`config.mk`:
```
export PLATFORM = sky130hd
export DESIGN_NAME = freq_div_bank
export DESIGN_NICKNAME = d
export VERILOG_FILES = /design/src/rtl/freq_div_pkg.sv /design/src/rtl/freq_div_ch.sv /design/src/rtl/freq_div_bank.sv
export SDC_FILE = /design/constraint.sdc
export NUM_CORES = 1
export LEC_CHECK = 0
export ABC_AREA = 1
export CORE_ASPECT_RATIO = 1.75
export CORE_UTILIZATION = 40
export DETAILED_ROUTE_END_ITERATION = 10
export GPL_TIMING_DRIVEN = 0
export PLACE_DENSITY = 0.56
export SYNTH_ARGS = -nofsm -noshare
export SYNTH_HDL_FRONTEND = slang
export SYNTH_HIERARCHICAL = 1
export SYNTH_SLANG_ARGS = --single-unit
```
`constraint.sdc`:
```
create_clock -name Clk -period 2.65 [get_ports Clk]
set_clock_uncertainty 0.05 [all_clocks]
set_input_delay 0.6625 -clock Clk [delete_from_list [all_inputs] [get_ports Clk]]
set_output_delay 0.6625 -clock Clk [all_outputs]
set_load 0.02 [all_outputs]
```
`src/rtl/freq_div_pkg.sv`:
```
// Shared constants for the clock-divider bank: channel count, counter width,
// channel role indices and the default half-period divisors.
package freq_div_pkg;

    localparam int NUM_CH_DEF = 7;
    localparam int CNT_W_DEF  = 26;

    localparam int CH_FSM     = 0;
    localparam int CH_7SEG    = 1;
    localparam int CH_DEB     = 2;
    localparam int CH_LCD     = 3;
    localparam int CH_BEEP500 = 4;
    localparam int CH_BEEP1K  = 5;
    localparam int CH_BEEP2K  = 6;

    localparam logic [CNT_W_DEF-1:0] DIV_FSM     = 26'd20_000_000;
    localparam logic [CNT_W_DEF-1:0] DIV_7SEG    = 26'd80_000;
    localparam logic [CNT_W_DEF-1:0] DIV_DEB     = 26'd400_000;
    localparam logic [CNT_W_DEF-1:0] DIV_LCD     = 26'd20_000;
    localparam logic [CNT_W_DEF-1:0] DIV_BEEP500 = 26'd40_000;
    localparam logic [CNT_W_DEF-1:0] DIV_BEEP1K  = 26'd20_000;
    localparam logic [CNT_W_DEF-1:0] DIV_BEEP2K  = 26'd10_000;

    // Channel 0 sits in the least significant slice.
    localparam logic [NUM_CH_DEF*CNT_W_DEF-1:0] DIV_INIT_DEF = {
        DIV_BEEP2K, DIV_BEEP1K, DIV_BEEP500, DIV_LCD,
        DIV_DEB, DIV_7SEG, DIV_FSM
    };

endpackage

```
`src/rtl/freq_div_ch.sv`:
```
// One divider channel: half-period counter, divisor register, output toggle
// flop and (with FREQ_DIV_TICK_EN defined) a one-cycle tick per toggle.
import freq_div_pkg::*;

module freq_div_ch #(
    parameter int               CNT_W    = CNT_W_DEF,
    parameter logic [CNT_W-1:0] DIV_INIT = '1
) (
    input  logic             Clk,
    input  logic             Rst_n,
    input  logic             en,
    input  logic             load,
    input  logic [CNT_W-1:0] wr_div,
`ifdef FREQ_DIV_TICK_EN
    output logic             tick,
`endif
    output logic             clk_out
);

    logic [CNT_W-1:0] cnt;
    logic [CNT_W-1:0] div_reg;
    logic             running;
    logic             term;

    // A zero divisor or a dropped enable parks the channel.
    assign running = en && (div_reg != '0);
    // A write wins over the terminal count, so the level never flips on a load.
    assign term    = running && (cnt == div_reg) && !load;

    // Counter, divisor and output level; a load clears the count but keeps the level.
    always_ff @(posedge Clk or negedge Rst_n) begin
        if (!Rst_n) begin
            cnt     <= '0;
            div_reg <= DIV_INIT;
            clk_out <= 1'b0;
        end else if (load) begin
            div_reg <= wr_div;
            cnt     <= '0;
        end else if (!running) begin
            cnt     <= '0;
            clk_out <= 1'b0;
        end else if (term) begin
            cnt     <= '0;
            clk_out <= ~clk_out;
        end else begin
            cnt     <= cnt + 1'b1;
        end
    end

`ifdef FREQ_DIV_TICK_EN
    // Tick is registered alongside clk_out so both change on the same edge.
    always_ff @(posedge Clk or negedge Rst_n) begin
        if (!Rst_n) tick <= 1'b0;
        else        tick <= term;
    end
`endif

endmodule

```
`src/rtl/freq_div_bank.sv`:
```
// Multi-channel programmable clock-divider bank. Each channel emits a 50% duty
// square wave with half-period div+1 cycles of Clk. Optional per-channel tick
// strobes are present when FREQ_DIV_TICK_EN is defined.
import freq_div_pkg::*;

module freq_div_bank #(
    parameter int                        NUM_CH   = NUM_CH_DEF,
    parameter int                        CNT_W    = CNT_W_DEF,
    parameter logic [NUM_CH*CNT_W-1:0]   DIV_INIT = DIV_INIT_DEF,
    localparam int                       CH_W     = (NUM_CH > 1) ? $clog2(NUM_CH) : 1
) (
    input  logic              Clk,
    input  logic              Rst_n,
    input  logic [NUM_CH-1:0] ch_en,
    input  logic              wr_en,
    input  logic [CH_W-1:0]   wr_ch,
    input  logic [CNT_W-1:0]  wr_div,
`ifdef FREQ_DIV_TICK_EN
    output logic [NUM_CH-1:0] tick,
`endif
    output logic [NUM_CH-1:0] clk_out
);

    logic [NUM_CH-1:0] load;

    // Decode the write index; out-of-range indices match no channel.
    always_comb begin
        load = '0;
        for (int i = 0; i < NUM_CH; i++) begin
            load[i] = wr_en && (wr_ch == CH_W'(i));
        end
    end

    for (genvar g = 0; g < NUM_CH; g++) begin : g_ch
        freq_div_ch #(
            .CNT_W    (CNT_W),
            .DIV_INIT (DIV_INIT[g*CNT_W +: CNT_W])
        ) u_ch (
            .Clk     (Clk),
            .Rst_n   (Rst_n),
            .en      (ch_en[g]),
            .load    (load[g]),
            .wr_div  (wr_div),
`ifdef FREQ_DIV_TICK_EN
            .tick    (tick[g]),
`endif
            .clk_out (clk_out[g])
        );
    end

endmodule

```
Word level (Yosys, flattened, before mapping):

Index checks and enable logic that the tools add are counted.

* bits in latches: 0
* memories: 0
* register bits after elaboration: 371
* output and inout bits: 7
* memory bits (read-only): 0
* bits of input ports: 39
* word-level logic and storage cells: 147
* bits in writable memories: 0

* add/subtract/negate cells: 7
* muxes and demuxes: 35
* bitwise logic cells: 14
* divide/modulo/power cells: 0
* reduce and logical (&&, ||, !) cells: 50
* eq/ne operators: 20
* shift-type cells: 0
* $lt $le $gt $ge: 0
* $mul: 0

Operator list (number)
* 26-bit 2-to-1 mux: 21
* 26-bit by 1-bit adder with 26-bit output, second input constant: 7
* 26-bit equality test: 7
* 26-bit nonzero test: 7
* 1-bit logical AND: 28
* 1-bit 2-to-1 mux: 14
* 2-bit inequality test, second input constant: 7
* 1-bit inverter: 14
* 2-bit AND reduction: 7
* 3-bit equality test, second input constant: 3
* 1-bit zero test: 7
* 3-bit by 2-bit equality test with 1-bit output, second input constant: 2
* 3-bit by 1-bit equality test with 1-bit output, second input constant: 1
* 3-bit zero test: 1

Longest topological paths before layout:

* depth after elaboration: 7
* mapped depth: 14
* mapped depth without buffers: 13

By module:

The synthesis kept the hierarchy.

Modules (own cells, without submodules)
* freq_div_ch at g_ch[3].u_ch ...: area each 2992.9 um^2, cells each 426, instances 3, seq. area each 1332.5 um^2
* freq_div_ch at g_ch[1].u_ch ...: area each 3055.4 um^2, cells each 435, instances 2, seq. area each 1332.5 um^2
* freq_div_ch at g_ch[0].u_ch: area each 2996.6 um^2, cells each 426, instances 1, seq. area each 1336.3 um^2
* freq_div_ch at g_ch[2].u_ch: area each 2994.1 um^2, cells each 426, instances 1, seq. area each 1333.8 um^2
* freq_div_bank: area each 60.1 um^2, cells each 16, instances 1, seq. area each 0.0 um^2

Worst setup path after synthesis:

Ideal clock, no wire load.

* path kind: in2reg
* start point: in wr_ch[2]
* end point: reg g_ch[1].u_ch.cnt[7]
* data arrival time: 1.868 ns
* cell stages on the path: 14
* buffers on the path: 2
* data required time: 2.478 ns
* path slack: 0.609 ns
* path through: inv_1 nand2_1 nor2_1 buf_6 inv_6 nand2_1 nand2_1 nand2_1 nor2_1 nand3_1 or2_4 nand3_4 buf_12 nor2_2

* cells in the longest elaborated chain, start to end: 7

RTL lines
* start: declaration: RTL line freq_div_bank.sv:16 `input logic [CH_W-1:0] wr_ch,`
* 3-bit by 1-bit equality test with 1-bit output *: RTL line freq_div_bank.sv:30 `load[i] = wr_en && (wr_ch == CH_W'(i));`
* 1-bit logical AND *: RTL line freq_div_bank.sv:30
* via load[1]: RTL line freq_div_bank.sv:24 `logic [NUM_CH-1:0] load;`
* 1-bit zero test: RTL line freq_div_ch.sv:28 `assign term = running && (cnt == div_reg) && !load;`
* 1-bit logical AND: RTL line freq_div_ch.sv:28
* 26-bit 2-to-1 mux: RTL line freq_div_ch.sv:42 `end else if (term) begin`
* 26-bit 2-to-1 mux: RTL line freq_div_ch.sv:39 `end else if (!running) begin`
* 26-bit 2-to-1 mux *: RTL line freq_div_ch.sv:36 `end else if (load) begin`
* end signal: assignment: RTL line freq_div_ch.sv:46 `cnt <= cnt + 1'b1;`
* end: declaration: RTL line freq_div_ch.sv:20 `logic [CNT_W-1:0] cnt;`

Mark *: on every way through the listed nets, which the timed path passes. The rest lies on a longest branch.
A chain may end at the register's enable or synchronous reset.

Worst setup path after layout:

* start point: in wr_ch[1]
* end point: reg g_ch[4].u_ch.cnt[7]

* cells in the longest elaborated chain, start to end: 7

RTL lines (RTL line)
* 3-bit equality test *: freq_div_bank.sv:30
* 1-bit logical AND *: freq_div_bank.sv:30
* via load[4]: freq_div_bank.sv:24
* 1-bit zero test: freq_div_ch.sv:28
* 1-bit logical AND: freq_div_ch.sv:28
* 26-bit 2-to-1 mux: freq_div_ch.sv:42
* 26-bit 2-to-1 mux: freq_div_ch.sv:39
* 26-bit 2-to-1 mux *: freq_div_ch.sv:36
* end signal: assignment: freq_div_ch.sv:46
* end: declaration: freq_div_ch.sv:20

Marked as above.

==> results.cfg <==
[drt]
wirelength_um = 69100
drc_errors = 0
viasPerCell = 5.00
via_count = 19085
drt_iter0_drc = 1111
wl_per_cell_um = 18.1
ant_nets = 0
first_pass_iters = 5

[place]
dp.cells = 3742
numPortBuffers = 45
place_congestion = 0.930
place_ws_ns = -0.623
hpwlAfterDp_um = 51800

[floorplanning]
start_util = 0.405
die_x_um = 176
core-area_um2 = 52200
ios = 46
dieArea_um2 = 53800
die_h_um = 306
num_rows = 111

[synth]
synthFlopType = dfrtp_1
syn_avg_cell_area_um2 = 7.01
synth_top_family_by_area = simple AND/OR/NAND/NOR gates
syn_inst = 3016
yosysWarnings = 6
muxShareOfSynthArea = 0
synth_cell_types = 30
synth_edf_count = 0
synth-simple-area-share = 0.335
ys_seq_area_frac = 0.441
synth_xor_area_frac = 0.0439
synth_compound_area_frac = 0.0720
synth_area_um2 = 21100
ys_ff_latch = 371
synth_nets = 3062
async_reset_ff_frac = 1.00
yosys.area_share.adder = 0.00414

[worst_setup_path]
cp_data_required_time_ns = 3.03
worstReg2RegStart = g_ch[0].u_ch/cnt[0]
cp_common_cell = nor2_1
crit_path_start_kind = primary input
critical-path-max-stage-delay_ns = 0.58
reg2reg_depth = 10
rrSetupSlack_ns = 0.59
crit_fanout = 10
slowest_stage = clkdlybuf4s50_1
path_cells = clkdlybuf4s50_1 -> inv_1 -> nand2_1 -> nor2_1 -> clkbuf_1 -> a21oi_1 -> nand2_1 -> nor2_1 -> nand3_1 -> or2_4 -> nand3_4 -> buf_8 -> nor2_1
timing.rr.end = g_ch[0].u_ch/cnt[16]
path_class = primary input to flip-flop
end_kind = flip-flop
worstPathArrival_ns = 2.91

[timing]
period_needed_ns = 2.53
setup_slack_ns = 0.123
setup-tns-final_ns = 0
fin_crit_sh = 0.954
final-setup-viol-count = 0
tightestPinTransition_ns = 1.01
fmax_ghz = 0.396
final_hold_viol_count = 0
drv_slew = 0
relSlewSlack = 0.326
whs_ns = 0.0575

[finish]
mostFrequentLayoutCells = nand2_1, inv_1, nor2_1
drive_gt1_frac = 0.0717
diodes = 0
final_common_cell = nand2_1
final_net_count = 3151
area_growth_pct = 13.2
fin_cells = 3816

[clock_tree]
cts_buffers = 41
clock_tree.root_cell = clkbuf_16
htreeDepth = 2
max-clock-path-buffers = 3
postCtsHoldBufs = 0
clk_pin_slew_worst_paths_ns = 0.06
cts_tree = yes
clock_latency_ns = 0.56
cts.sinks = 371

[grt]
antenna_found_initial = 1
grt_overflow = 0
grt_pass1_wl_um = 108000
first_global_vias = 19797
grt_usage = 0.264
grt_max_degree = 118

[min_path]
hold_path_class = primary input to asynchronous set/reset pin

[job]
max_cap_viol_count = 0

[power_and_ir_drop]
irDropWorstVdd_mv = 0.539
leakage_nw = 11.1
powerDensity_nw_per_um2 = 636

[status]
status = complete, no violations
## Yosys cell counts (4+ instances only)
master    number  area share
dfrtp_1      332        0.39
or2_4          7      0.0029
nand2_1      991        0.18
ha_1           7      0.0041
o21ai_1        4     0.00095
nor2_2        48       0.014
nand2_2        6      0.0018
nor4_1         7      0.0021
nand4_1       42       0.012
inv_1        463       0.082
buf_6          4      0.0021
dfstp_2       39       0.048
clkbuf_1      40      0.0071
buf_8         10      0.0071
xnor2_1       22      0.0091
xor2_1        84       0.035
nor2_1       414       0.074
nand3_1      115       0.027
nand3_4        7      0.0058
nor3_1        51       0.012
inv_2         14      0.0025
nand3_2       12      0.0057
a21oi_1        7      0.0017
o21ai_0      261       0.062
o31ai_1       12      0.0043
o22ai_1        9      0.0027
## worst max-delay path: cells and delay by family
family          cells  cell delay [ns]
buf+inv             4             1.11
compound gates      1             0.25
simple gates        8             0.87
## power breakdown
| part | switching (mW) | leakage, nW | internal [mW] |
|---|---|---|---|
| Combinational | 1.58 | 5.63 | 0.804 |
| Clock | 2.44 | 0.676 | 3.55 |
| Sequential | 0.471 | 4.77 | 6.38 |
## stage by stage
stage	cell area, um^2	total power [mW]	util
after detailed placement	22500	9.33	0.431
after floorplan	21100	8.34	-
final	23900	15.2	0.458
after CTS	23900	15.4	0.458
after global routing	23900	16.0	0.458
after global placement	22400	9.28	0.430
## per-layer routing
layer  part of all wire  vias to the layer above  track usage
met2               0.53                      438        0.494
met1               0.37                     9018        0.277
met4              0.065                        2        0.163
met5            0.00019                        -            0
met3              0.035                      213       0.0300
li1                   -                     9414            -
## final cells by class
class | instances | area (um^2)
fillers | 5447 | 28300
multi-input cells | 2110 | 9630
flip-flops and latches | 371 | 9330
inverters | 479 | 1810
clock buffers | 61 | 1200
well taps | 678 | 848
repair buffers | 48 | 538
plain buffers | 54 | 378
clock inverters | 15 | 190
## logic make-up (layout without fill, tap and decap cells)
group	after synthesis	after routing
compound gates	295	295
xor+xnor	106	106
fa+ha+maj	7	7
buf+inv	535	657
flops	371	371
simple gates	1702	1702
## timing repair
action | 4_1_cts | 5_1_grt
buffers inserted | 0 | 0
endpoints found under the setup margin | 20 | 43
gates cloned | 0 | 0
gates resized for setup | 1 | 5
## how the worst max path moves through the flow
stage,startpoint,end,slack [ns],cells past startpoint
3_3_place_gp,Rst_n,g_ch[0].u_ch/cnt[6],-16.29,1
3_5_place_dp,wr_en,g_ch[0].u_ch/cnt[13],-0.62,12
5_1_grt,wr_ch[0],g_ch[4].u_ch/cnt[6],-0.00007,13
6_report,wr_ch[1],g_ch[4].u_ch/cnt[7],0.12,13
2_1_floorplan,wr_ch[2],g_ch[1].u_ch/cnt[7],0.61,14
4_1_cts,wr_ch[2],g_ch[0].u_ch/cnt[13],0.11,13
(Power assumes the default switching activity.)
